===== config.mk =====
export PLATFORM = sky130hd
export DESIGN_NAME = priority_resolver_n
export DESIGN_NICKNAME = d
export VERILOG_FILES = /design/src/rtl/priority_resolver_n.sv
export SDC_FILE = /design/constraint.sdc
export NUM_CORES = 1
export LEC_CHECK = 0
export ABC_AREA = 1
export CAP_MARGIN = 10
export CORE_ASPECT_RATIO = 0.7
export CORE_UTILIZATION = 38
export DETAILED_ROUTE_END_ITERATION = 8
export PLACE_DENSITY = 0.81
export SYNTH_ARGS = -nofsm -noshare
export SYNTH_HDL_FRONTEND = slang
export SYNTH_SLANG_ARGS = --single-unit

===== constraint.sdc =====
create_clock -name clock -period 2.45 [get_ports clock]
set_input_delay 0.245 -clock clock [delete_from_list [all_inputs] [get_ports clock]]
set_output_delay 0.245 -clock clock [all_outputs]
set_load 0.02 [all_outputs]

===== src/rtl/priority_resolver_n.sv =====
// priority_resolver_n: 8259-style interrupt priority resolver with rotating
// priority, in-service tracking, special mask mode and auto-EOI.
// Optional macro PR_ROTATE_EN enables priority rotation (rotating EOI
// commands, set-priority and rotate-on-AEOI). Without it the lowest-priority
// channel stays fixed at NUM_IRQ-1.
//
// Strobe semantics: inta_valid and eoi_valid are single-cycle strobes with no
// back-pressure (no ready); each strobe is consumed on the clock edge where it
// is high. ack_valid is a single-cycle result strobe one cycle after each
// inta_valid, carrying ack_id/ack_spurious.
module priority_resolver_n #(
  parameter int NUM_IRQ = 8,
  parameter int ID_W    = 3
) (
  input  logic               clock,
  input  logic               reset_n,
  input  logic [NUM_IRQ-1:0] irq_req,
  input  logic [NUM_IRQ-1:0] irq_mask,
  input  logic               special_mask_mode,
  input  logic               auto_eoi,
  input  logic               inta_valid,
  input  logic               eoi_valid,
  input  logic [2:0]         eoi_cmd,
  input  logic [ID_W-1:0]    eoi_level,
  output logic               int_out,
  output logic [ID_W-1:0]    int_id,
  output logic               ack_valid,
  output logic [ID_W-1:0]    ack_id,
  output logic               ack_spurious,
  output logic [NUM_IRQ-1:0] isr,
  output logic [ID_W-1:0]    priority_base
);

  // Returns {found, index} of the first set bit of vec scanning cyclically
  // upward from start (start itself is the highest priority).
  function automatic logic [ID_W:0] first_from(input logic [NUM_IRQ-1:0] vec,
                                               input logic [ID_W-1:0]    start);
    logic [ID_W:0]   res;
    logic [ID_W-1:0] idx;
    res = '0;
    for (int k = NUM_IRQ - 1; k >= 0; k--) begin
      idx = start + ID_W'(k);
      if (vec[idx]) res = {1'b1, idx};
    end
    return res;
  endfunction

  logic               rotate_aeoi;
  logic [NUM_IRQ-1:0] isr_nxt;
  logic [ID_W-1:0]    base_nxt;
  logic               rot_nxt;
  logic [ID_W-1:0]    cur_start;
  logic [ID_W:0]      isr_top;
`ifdef PR_ROTATE_EN
  logic               eoi_base_upd;
`endif

  assign cur_start = priority_base + ID_W'(1);
  assign isr_top   = first_from(isr, cur_start);

  // Next in-service / priority state: EOI clear first, then INTA set.
  always_comb begin
    isr_nxt  = isr;
    base_nxt = priority_base;
    rot_nxt  = rotate_aeoi;
`ifdef PR_ROTATE_EN
    eoi_base_upd = 1'b0;
`else
    rot_nxt = 1'b0;
`endif
    if (eoi_valid) begin
      case (eoi_cmd)
        3'b001: if (isr_top[ID_W]) isr_nxt[isr_top[ID_W-1:0]] = 1'b0;
        3'b011: isr_nxt[eoi_level] = 1'b0;
`ifdef PR_ROTATE_EN
        3'b101: begin
          if (isr_top[ID_W]) begin
            isr_nxt[isr_top[ID_W-1:0]] = 1'b0;
            base_nxt     = isr_top[ID_W-1:0];
            eoi_base_upd = 1'b1;
          end
        end
        3'b111: begin
          isr_nxt[eoi_level] = 1'b0;
          base_nxt     = eoi_level;
          eoi_base_upd = 1'b1;
        end
        3'b110: begin
          base_nxt     = eoi_level;
          eoi_base_upd = 1'b1;
        end
        3'b100: rot_nxt = 1'b1;
        3'b000: rot_nxt = 1'b0;
`else
        3'b101: if (isr_top[ID_W]) isr_nxt[isr_top[ID_W-1:0]] = 1'b0;
        3'b111: isr_nxt[eoi_level] = 1'b0;
`endif
        default: ;
      endcase
    end
    if (inta_valid && int_out) begin
      if (!auto_eoi) begin
        isr_nxt[int_id] = 1'b1;
      end
`ifdef PR_ROTATE_EN
      else if (rotate_aeoi && !eoi_base_upd) begin
        base_nxt = int_id;
      end
`endif
    end
  end

  logic [NUM_IRQ-1:0] mreq;
  logic [NUM_IRQ-1:0] eff_isr;
  logic [ID_W-1:0]    nxt_start;
  logic [ID_W:0]      cand;
  logic [ID_W:0]      eff_top;
  logic [ID_W-1:0]    cand_rank;
  logic [ID_W-1:0]    top_rank;
  logic               win;

  // Winner for the next cycle, judged against the next-cycle isr and base.
  always_comb begin
    mreq      = irq_req & ~irq_mask;
    eff_isr   = special_mask_mode ? (isr_nxt & ~irq_mask) : isr_nxt;
    nxt_start = base_nxt + ID_W'(1);
    cand      = first_from(mreq, nxt_start);
    eff_top   = first_from(eff_isr, nxt_start);
    cand_rank = cand[ID_W-1:0] - nxt_start;
    top_rank  = eff_top[ID_W-1:0] - nxt_start;
    win       = cand[ID_W] && (!eff_top[ID_W] || (cand_rank < top_rank));
  end

  // State registers and registered outputs.
  always_ff @(posedge clock) begin
    if (!reset_n) begin
      isr           <= '0;
      priority_base <= ID_W'(NUM_IRQ - 1);
      rotate_aeoi   <= 1'b0;
      int_out       <= 1'b0;
      int_id        <= '0;
      ack_valid     <= 1'b0;
      ack_id        <= '0;
      ack_spurious  <= 1'b0;
    end else begin
      isr           <= isr_nxt;
      priority_base <= base_nxt;
      rotate_aeoi   <= rot_nxt;
      int_out       <= win;
      int_id        <= win ? cand[ID_W-1:0] : '0;
      ack_valid     <= inta_valid;
      ack_spurious  <= inta_valid & ~int_out;
      if (inta_valid) ack_id <= int_out ? int_id : ID_W'(NUM_IRQ - 1);
    end
  end

endmodule


==> results of run 1 <==
==> where the power goes <==
part           internal (µW)  switching [µW]
clock                    113            90.7
sequential               302            23.3
combinational            171             192
total                    585             306
==> Yosys cell counts <==
library cell | count | area share (%)
a21oi_1 | 16 | 6.3
o22ai_1 | 4 | 2.0
conb_1 | 1 | 0.30
nand3_1 | 6 | 2.4
o21bai_2 | 1 | 0.89
nor3_1 | 3 | 1.2
nor2_4 | 1 | 0.89
clkinv_1 | 1 | 0.30
o21ai_2 | 1 | 0.69
inv_2 | 2 | 0.59
nor2_2 | 2 | 0.99
inv_1 | 41 | 12
dfxtp_1 | 17 | 27
o21ai_1 | 1 | 0.39
nand4_1 | 3 | 1.5
o21ai_4 | 1 | 1.3
nand3_2 | 1 | 0.79
o21ai_0 | 16 | 6.3
nor2_1 | 19 | 5.6
ha_1 | 2 | 2.0
buf_4 | 3 | 1.8
or2_1 | 1 | 0.49
nand2_2 | 7 | 3.5
nand2_1 | 59 | 17
a22oi_1 | 5 | 3.0
or2_2 | 1 | 0.49
==> cell families after synthesis <==
family,count (synthesis)
DFF,17
and+or+nand+nor,103
other,1
buffers and inverters,47
AOI/OAI and AO/OA,45
adders and majority gates,2
==> path summary, 6_finish.rpt <==
kind                                   to                from
setup / recovery     int_id[1]$_SDFF_PN0_           eoi_valid
setup reg to reg     int_id[1]$_SDFF_PN0_   isr[0]$_SDFF_PN0_
hold / removal    ack_spurious$_SDFF_PN0_  int_out$_SDFF_PN0_
hold reg to reg   ack_spurious$_SDFF_PN0_  int_out$_SDFF_PN0_
==> state kept, by name, indices dropped and copies added (netlist names) <==
register,flops
isr,8
ack_id,3
int_id,3
ack_spurious,1
ack_valid,1
int_out,1
==> through the flow <==
step	power [µW]	cells	area [µm²]
4_1_cts	879.9	312	1874
3_5_place_dp	675.8	308	1828
5_1_grt	955.2	314	1939
2_1_floorplan	525.2	217	1275
3_3_place_gp	670.3	308	1828
6_report	891.7	314	1939
==> cell usage in the layout, fill, tap and decap left out, drive strengths merged <==
cell type       n
o21bai          1
nand4           3
ha              2
nor3            3
clkdlybuf4s50  38
clkbuf          3
o22ai           4
dlymetal6s2s    5
o21ai          19
buf            15
nor2           22
nand2          66
nand3           7
or2             2
clkinv          2
conb            3
a21oi          16
inv            43
dfxtp          17
a22oi           5
==> repair_timing <==
item | in CTS | in global routing
resized for setup | 0 | 23
setup endpoints to repair | 0 | 4
setup buffers | 0 | 2
==> routing by layer <==
| layer | vias to the layer above | GRT usage, % |
|---|---|---|
| li1 | 800 | - |
| met1 | 640 | 25.88 |
| met2 | 55 | 31.57 |
| met3 | 2 | 3.213 |
| met4 | 0 | 2.333 |
| met5 | - | 0 |
==> cell type report <==
| class | count | area (µm²) |
|---|---|---|
| Multi-Input combinational cell | 153 | 783.3 |
| Tap cell | 38 | 47.55 |
| Fill cell | 289 | 1230 |
| Sequential cell | 17 | 341.6 |
| Clock inverter | 1 | 5.005 |
| Timing Repair Buffer | 58 | 555.5 |
| Inverter | 44 | 165.2 |
| Clock buffer | 3 | 41.29 |
==> worst max-delay path: cells and delay by family <==
family                     cells  cell delay (ps)
adders and majority gates      1              310
AOI/OAI and AO/OA              3              360
buffers and inverters          4              660
and+or+nand+nor               10              880
==> results.json, run 1 <==
{
  "cts_made_buffers": 3,
  "antenna_found_initial": 0,
  "drive_above_1_share_pct": 17.39,
  "track_usage_pct": 18.76,
  "wl_met2_um": 1432,
  "critPathSlowestCell": "clkdlybuf4s50_1",
  "drcViolationCount": 3,
  "synth.avg_cell_area_um2": 5.895,
  "place_congestion": 0.8239,
  "path_clk_slew_ps": 70,
  "worstSetupPathType": "input port to register",
  "hpwl_um": 2655,
  "clock_latency_ps": 250,
  "wirelength_um": 3284,
  "finalCriticalPeriod_ps": 2263,
  "h-tree-depth": 1,
  "yosys.cell_types.count": 26,
  "nets": 307,
  "synth_compound_area_share_pct": 20.83,
  "period_share_pct": 92.38,
  "cp_data_required_time_ps": 2640,
  "fmax_mhz": 441.8,
  "fin_skew_ps": 4.655,
  "die_x_um": 71.03,
  "core_mm2": 0.003169,
  "areaGrowthSynthToFinish_pct": 53.01,
  "vias": 1497,
  "p_leak_uw": 0.001011,
  "cts-root-buf": "clkbuf_8",
  "cts_tree": "built",
  "status": "finished, violations left",
  "grt_max_degree": 11,
  "final_hold_viol_count": 0,
  "rrSetupSlack_ps": 190,
  "slew_violations": 0,
  "setup_ws_ps": 186.7,
  "utilization_pct": 61.19,
  "max_stage_delay_ps": 440,
  "cts_buffer_depth": 2,
  "path_cells": "clkdlybuf4s50_1, nand2_2, inv_2, buf_4, o22ai_1, nand2_1, o21ai_2, nand2_1, nor3_2, o21ai_1, ha_1, nand2_1, inv_1, nand2_1, nand2_1, nand2_1, nand2_2, nor2_1",
  "synth-simple-area-share_pct": 35.24,
  "holdPathStages": 1,
  "pin_count": 48,
  "yosysWarnings": 0,
  "place_ws_ps": -184.6,
  "ff2ff_path_depth": 18,
  "hold_buffers": 0,
  "drt-pass1-iter-count": 6,
  "viasPerCell": 4.768,
  "synth_xor_area_share_pct": 0,
  "io_buffers": 43,
  "dieArea_mm2": 0.003574,
  "start_kind": "input port",
  "hold-worst-slack_ps": 464.5,
  "fin_setup_tns_ps": 0,
  "grt_pass1_wl_um": 5499,
  "max_cap_viol_count": 0,
  "synth_top_family_by_area": "simple AND/OR/NAND/NOR gates",
  "crit_arrival_ps": 2460,
  "end_kind": "register",
  "synth_mux_area_share_pct": 0,
  "rows": 17,
  "crit_fanout": 5,
  "violations": "design-rule violations",
  "die_h_um": 50.32,
  "crit_path_frequent_cell": "nand2_1",
  "grt_pass1_vias": 1333,
  "met1Wirelength_um": 1599,
  "top_layer_used": "met4",
  "cts_sinks": 17,
  "globalRouteOverflowTotal": 0,
  "wl_met3_um": 231,
  "hold_path_class": "register to register",
  "avgRoutedWirePerCell_um": 10.46,
  "initial_core_util_pct": 39.99,
  "seq_area_frac_synth_pct": 26.85,
  "setup_violations": 0,
  "synth.ff_latch_count": 17,
  "syn_inst": 215,
  "synth_area_mm2": 0.001267,
  "p_per_area_mw_per_mm2": 459.8,
  "drtIter0Drc": 145,
  "antenna_cells": 0,
  "ir_drop_v": 0.0001953,
  "final_antenna_net_count": 0,
  "synthAdderAreaFrac_pct": 1.974
}
Power figures use the tool's default switching activity.
==> run 2, diff against run 1 <==
Settings changed: CORE_MARGIN from default to 5.
==> run 2 against run 1 <==
The flow now finishes without violations. Sequential share of layout area shrank 0.16 points. Via count increased by 3.3%. Register-to-register slack is essentially flat. Die area increased by 29%. Cell count is 0.64% higher. Cell area grew 1.7%. Count of clock-buffer cells in the layout unchanged. Largest power group unchanged.
==> results.json, run 2 (synthesized netlist as in run 1, its figures left out) <==
{
  "cts_made_buffers": 3,
  "grt_max_degree": 11,
  "dieArea_mm2": 0.004609,
  "slew_violations": 0,
  "finalCriticalPeriod_ps": 2253,
  "fmax_mhz": 443.9,
  "hpwl_um": 2959,
  "crit_arrival_ps": 2450,
  "cp_data_required_time_ps": 2650,
  "stdcell_count": 316,
  "nets": 309,
  "place_congestion": 0.8875,
  "die_h_um": 58.32,
  "top_regs": "isr x8, ack_id x3, int_id x3",
  "end_kind": "register",
  "antenna_cells": 0,
  "pin_count": 48,
  "largest_reg_flops": 8,
  "layout_common_cells": "56 x nand2_1, 40 x inv_1, 37 x clkdlybuf4s50_1, 18 x nor2_1, 17 x buf_4",
  "areaGrowthSynthToFinish_pct": 55.58,
  "globalRouteOverflowTotal": 0,
  "layout_commonest_cell": "nand2_1",
  "vias": 1546,
  "wirelength_um": 3747,
  "hold_path_class": "register to register",
  "status": "completed",
  "clock_latency_ps": 250,
  "fin_skew_ps": 4.254,
  "avgRoutedWirePerCell_um": 11.86,
  "core_mm2": 0.003169,
  "grt_pass1_wl_um": 5954,
  "worstSetupPathType": "register to register",
  "p_leak_uw": 0.001032,
  "cts_tree": "built",
  "cts_sinks": 17,
  "io_buffers": 43,
  "p_total_uw": 908.8,
  "drive_above_1_share_pct": 19.42,
  "crit_fanout": 5,
  "place_ws_ps": -216.9,
  "initial_core_util_pct": 39.99,
  "largest_register": "isr",
  "final_hold_viol_count": 0,
  "antenna_found_initial": 0,
  "cts-root-buf": "clkbuf_8",
  "max_cap_viol_count": 0,
  "setup_violations": 0,
  "dp.cells": 309,
  "rows": 17,
  "ff2ff_path_depth": 18,
  "holdPathStages": 1,
  "track_usage_pct": 15.88,
  "grt_pass1_vias": 1413,
  "placed_area_mm2": 0.001836,
  "nFillCells": 282,
  "final_antenna_net_count": 0,
  "start_kind": "register",
  "cts_buffer_depth": 2,
  "finalInstanceArea_mm2": 0.001972,
  "drtIter0Drc": 147,
  "die_x_um": 79.03,
  "viasPerCell": 4.892,
  "path_clk_slew_ps": 70,
  "drcViolationCount": 0,
  "p_per_area_mw_per_mm2": 460.9,
  "period_share_pct": 91.94,
  "h-tree-depth": 1,
  "ir_drop_v": 0.0002633,
  "setup_ws_ps": 197.4,
  "drt-pass1-iter-count": 4,
  "hold_buffers": 0
}
==> run 2: final timing paths <==
path                      start                      end  slack [ps]
max           isr[3]$_SDFF_PN0_     int_id[2]$_SDFF_PN0_         200
min          int_out$_SDFF_PN0_  ack_spurious$_SDFF_PN0_         450
max reg2reg   isr[3]$_SDFF_PN0_     int_id[2]$_SDFF_PN0_         200
min reg2reg  int_out$_SDFF_PN0_  ack_spurious$_SDFF_PN0_         450
==> run 2: through the flow <==
stage / util [%] / TNS, ps / hold WS [ps]
3_5_place_dp: 57.92 / -845.7 / 432.6
6_report: 62.22 / 0 / 449.5
3_3_place_gp: 57.92 / -560.2 / 434.4
5_1_grt: 62.22 / -59.93 / 475.1
2_1_floorplan: - / 0 / 356.5
4_1_cts: 59.85 / 0 / 448.5
==> run 2: worst max-delay path, stage by stage, from the launching register on <==
cell and delay, ps:
dfxtp_2 360, nor2_2 120, nand2_2 100, nand2_1 80
a22oi_1 90, o22ai_1 240, nand2_1 160, o21ai_4 90
nand2_1 80, nor2_1 100, o21ai_1 60, ha_1 280
nand2_1 60, inv_1 40, nand2_1 50, nand2_1 40
nand2_1 80, nand2_2 70, nor2_1 90
==> run 2: power by group <==
| group | leakage (µW) | internal (µW) | switching, µW |
|---|---|---|---|
| clock | 0.0000255 | 113 | 95.4 |
| sequential | 0.000141 | 302 | 24.1 |
| combinational | 0.000865 | 175 | 199 |
==> run 2: what timing repair did <==
action,4_1_cts,5_1_grt
endpoints found under the setup margin,3,4
cloned,0,0
buffers inserted,2,1
pin swaps,1,14
gates resized for setup,1,25
==> run 2: metal layers <==
metal,wire [µm],global-route usage (%),up-vias
met5,0,0,-
met4,62,6.127,0
met3,251,2.446,7
met2,1700,26.74,63
met1,1733,20.67,674
li1,-,-,802
==> run 2: area by class of cell <==
class	count	area, µm²	share of cell area (%)
clock inverters	1	5.005	0.2538
multi-input cells	153	793.3	40.23
clock buffers	3	41.29	2.094
repair buffers	60	573.1	29.06
well taps	38	47.55	2.411
flip-flops and latches	17	344.1	17.45
inverters	44	167.7	8.503
==> run 3, diff against run 2 <==
Clock period 2.45 ns to 2.4 ns, I/O delays scaled along.
==> run 3 against run 2 <==
Wire length decreased by 3.0%. Sequential share of layout area is essentially flat. Flip-flop and latch count unchanged. Power is 3.1% higher. Count of clock-buffer cells in the layout stayed put. Register-to-register slack about the same. Critical path type unchanged. Critical endpoint is now int_id[1]$_SDFF_PN0_. Largest cell class unchanged.
==> results.json, run 3 (synthesized netlist as in run 1, its figures left out) <==
{
  "core_mm2": 0.003169,
  "setup_violations": 0,
  "avgRoutedWirePerCell_um": 11.46,
  "vias": 1519,
  "stdcell_count": 317,
  "nets": 310,
  "p_per_area_mw_per_mm2": 467.4,
  "viasPerCell": 4.792,
  "top_regs": "isr x8, ack_id x3, int_id x3",
  "nFillCells": 272,
  "max_stage_delay_ps": 370,
  "layout_common_cells": "56 x nand2_1, 39 x inv_1, 37 x clkdlybuf4s50_1, 18 x buf_4, 17 x nor2_1",
  "hold_path_class": "input port to register",
  "p_leak_uw": 0.001043,
  "drtIter0Drc": 156,
  "period_share_pct": 92.08,
  "largest_register": "isr",
  "hold_buffers": 0,
  "regToRegStartpoint": "isr[1]$_SDFF_PN0_",
  "status": "completed",
  "io_buffers": 43,
  "crit_path_frequent_cell": "nand2_1",
  "cts-root-buf": "clkbuf_8",
  "path_clk_slew_ps": 70,
  "end_kind": "register",
  "h-tree-depth": 1,
  "critPathSlowestCell": "dfxtp_4",
  "pin_count": 48,
  "worstSetupPathType": "register to register",
  "wirelength_um": 3634,
  "hpwl_um": 2857,
  "multiInputGateArea_um2": 815.8,
  "layout_commonest_cell": "nand2_1",
  "largest_reg_flops": 8,
  "crit_arrival_ps": 2410,
  "rows": 17,
  "dp.cells": 310,
  "ir_drop_v": 0.0001775,
  "seq_area_um2": 349.1,
  "track_usage_pct": 14.87,
  "drt-pass1-iter-count": 4,
  "cts_buffer_depth": 2,
  "initial_core_util_pct": 39.99,
  "cp_data_required_time_ps": 2600,
  "min_from": "eoi_valid",
  "start_kind": "register",
  "grt_max_degree": 11,
  "fin_setup_tns_ps": 0,
  "antenna_found_initial": 0,
  "grt_pass1_wl_um": 5582,
  "clock_latency_ps": 260,
  "grt_pass1_vias": 1381,
  "cts_tree": "built",
  "fin_skew_ps": 6.034,
  "cts_made_buffers": 3,
  "startpoint": "isr[1]$_SDFF_PN0_",
  "place_congestion": 0.8645,
  "antenna_cells": 0,
  "die_x_um": 79.03,
  "final_hold_viol_count": 0,
  "max_cap_viol_count": 0,
  "die_h_um": 58.32,
  "areaGrowthSynthToFinish_pct": 58.14,
  "path_cells": "inv_2, nand2_2, o21ai_2, a22oi_2, o22ai_2, nand2_1, o21ai_2, nand2_1, nor3_2, o21ai_1, ha_1, a21oi_1, nand2_1, nand2_1, nand2_2, nor2_1",
  "finalCriticalPeriod_ps": 2210,
  "final_antenna_net_count": 0,
  "drive_above_1_share_pct": 22.22,
  "globalRouteOverflowTotal": 0,
  "slew_violations": 0,
  "cts_sinks": 17,
  "dieArea_mm2": 0.004609,
  "fmax_mhz": 452.5,
  "drcViolationCount": 0,
  "crit_fanout": 6
}
run 3: area by class of cell:
class	count	area share, %
multi-input cells	153	40.70
repair buffers	61	28.96
flip-flops and latches	17	17.42
inverters	44	8.240
well taps	38	2.372
clock buffers	3	2.060
clock inverters	1	0.2497
run 3: power breakdown:
group / leakage (µW) / internal [µW] / total [µW] / switching, µW
Sequential: 0.000143 / 308 / 334 / 25.1
Combinational: 0.000875 / 182 / 387 / 204
Clock: 0.0000255 / 115 / 217 / 101
run 3: timing repair:
| action | 4_1_cts | 5_1_grt |
|---|---|---|
| pin swaps | 0 | 12 |
| buffers inserted | 0 | 3 |
| setup endpoints to repair | 4 | 4 |
| gates resized for setup | 2 | 35 |
run 3: path summary, 6_finish.rpt:
kind	to	slack, ps	cells past startpoint
setup reg to reg	int_id[1]$_SDFF_PN0_	190	16
hold reg to reg	ack_spurious$_SDFF_PN0_	450	1
setup / recovery	int_id[1]$_SDFF_PN0_	190	16
hold / removal	isr[6]$_SDFF_PN0_	440	5
run 3: stage by stage:
stage                     power (µW)  hold slack (ps)  setup WS (ps)  util (%)  instance area, µm²
final                          936.9            436.5          190.1     63.25                2004
after global routing           995.0            472.0         -31.38     63.25                2004
after floorplan                536.1            351.5          318.9         -                1275
after detailed placement       696.4            439.9         -289.8     58.15                1843
after global placement         689.1            435.3         -182.0     58.15                1843
after CTS                      912.0            455.2          21.57     59.77                1894
run 3: metal layers:
layer	vias up	global-route usage [%]	routed length, µm
met5	-	0	0
li1	799	-	-
met2	55	24.82	1634
met4	0	5.147	40
met3	4	2.752	254
met1	661	19.48	1705
run 3: worst max-delay path: cells and delay by family (launching register included):
kind | cells | cell delay, ps
AOI/OAI and AO/OA | 6 | 680
buffers and inverters | 1 | 50
DFF | 1 | 370
adders and majority gates | 1 | 320
and+or+nand+nor | 8 | 750
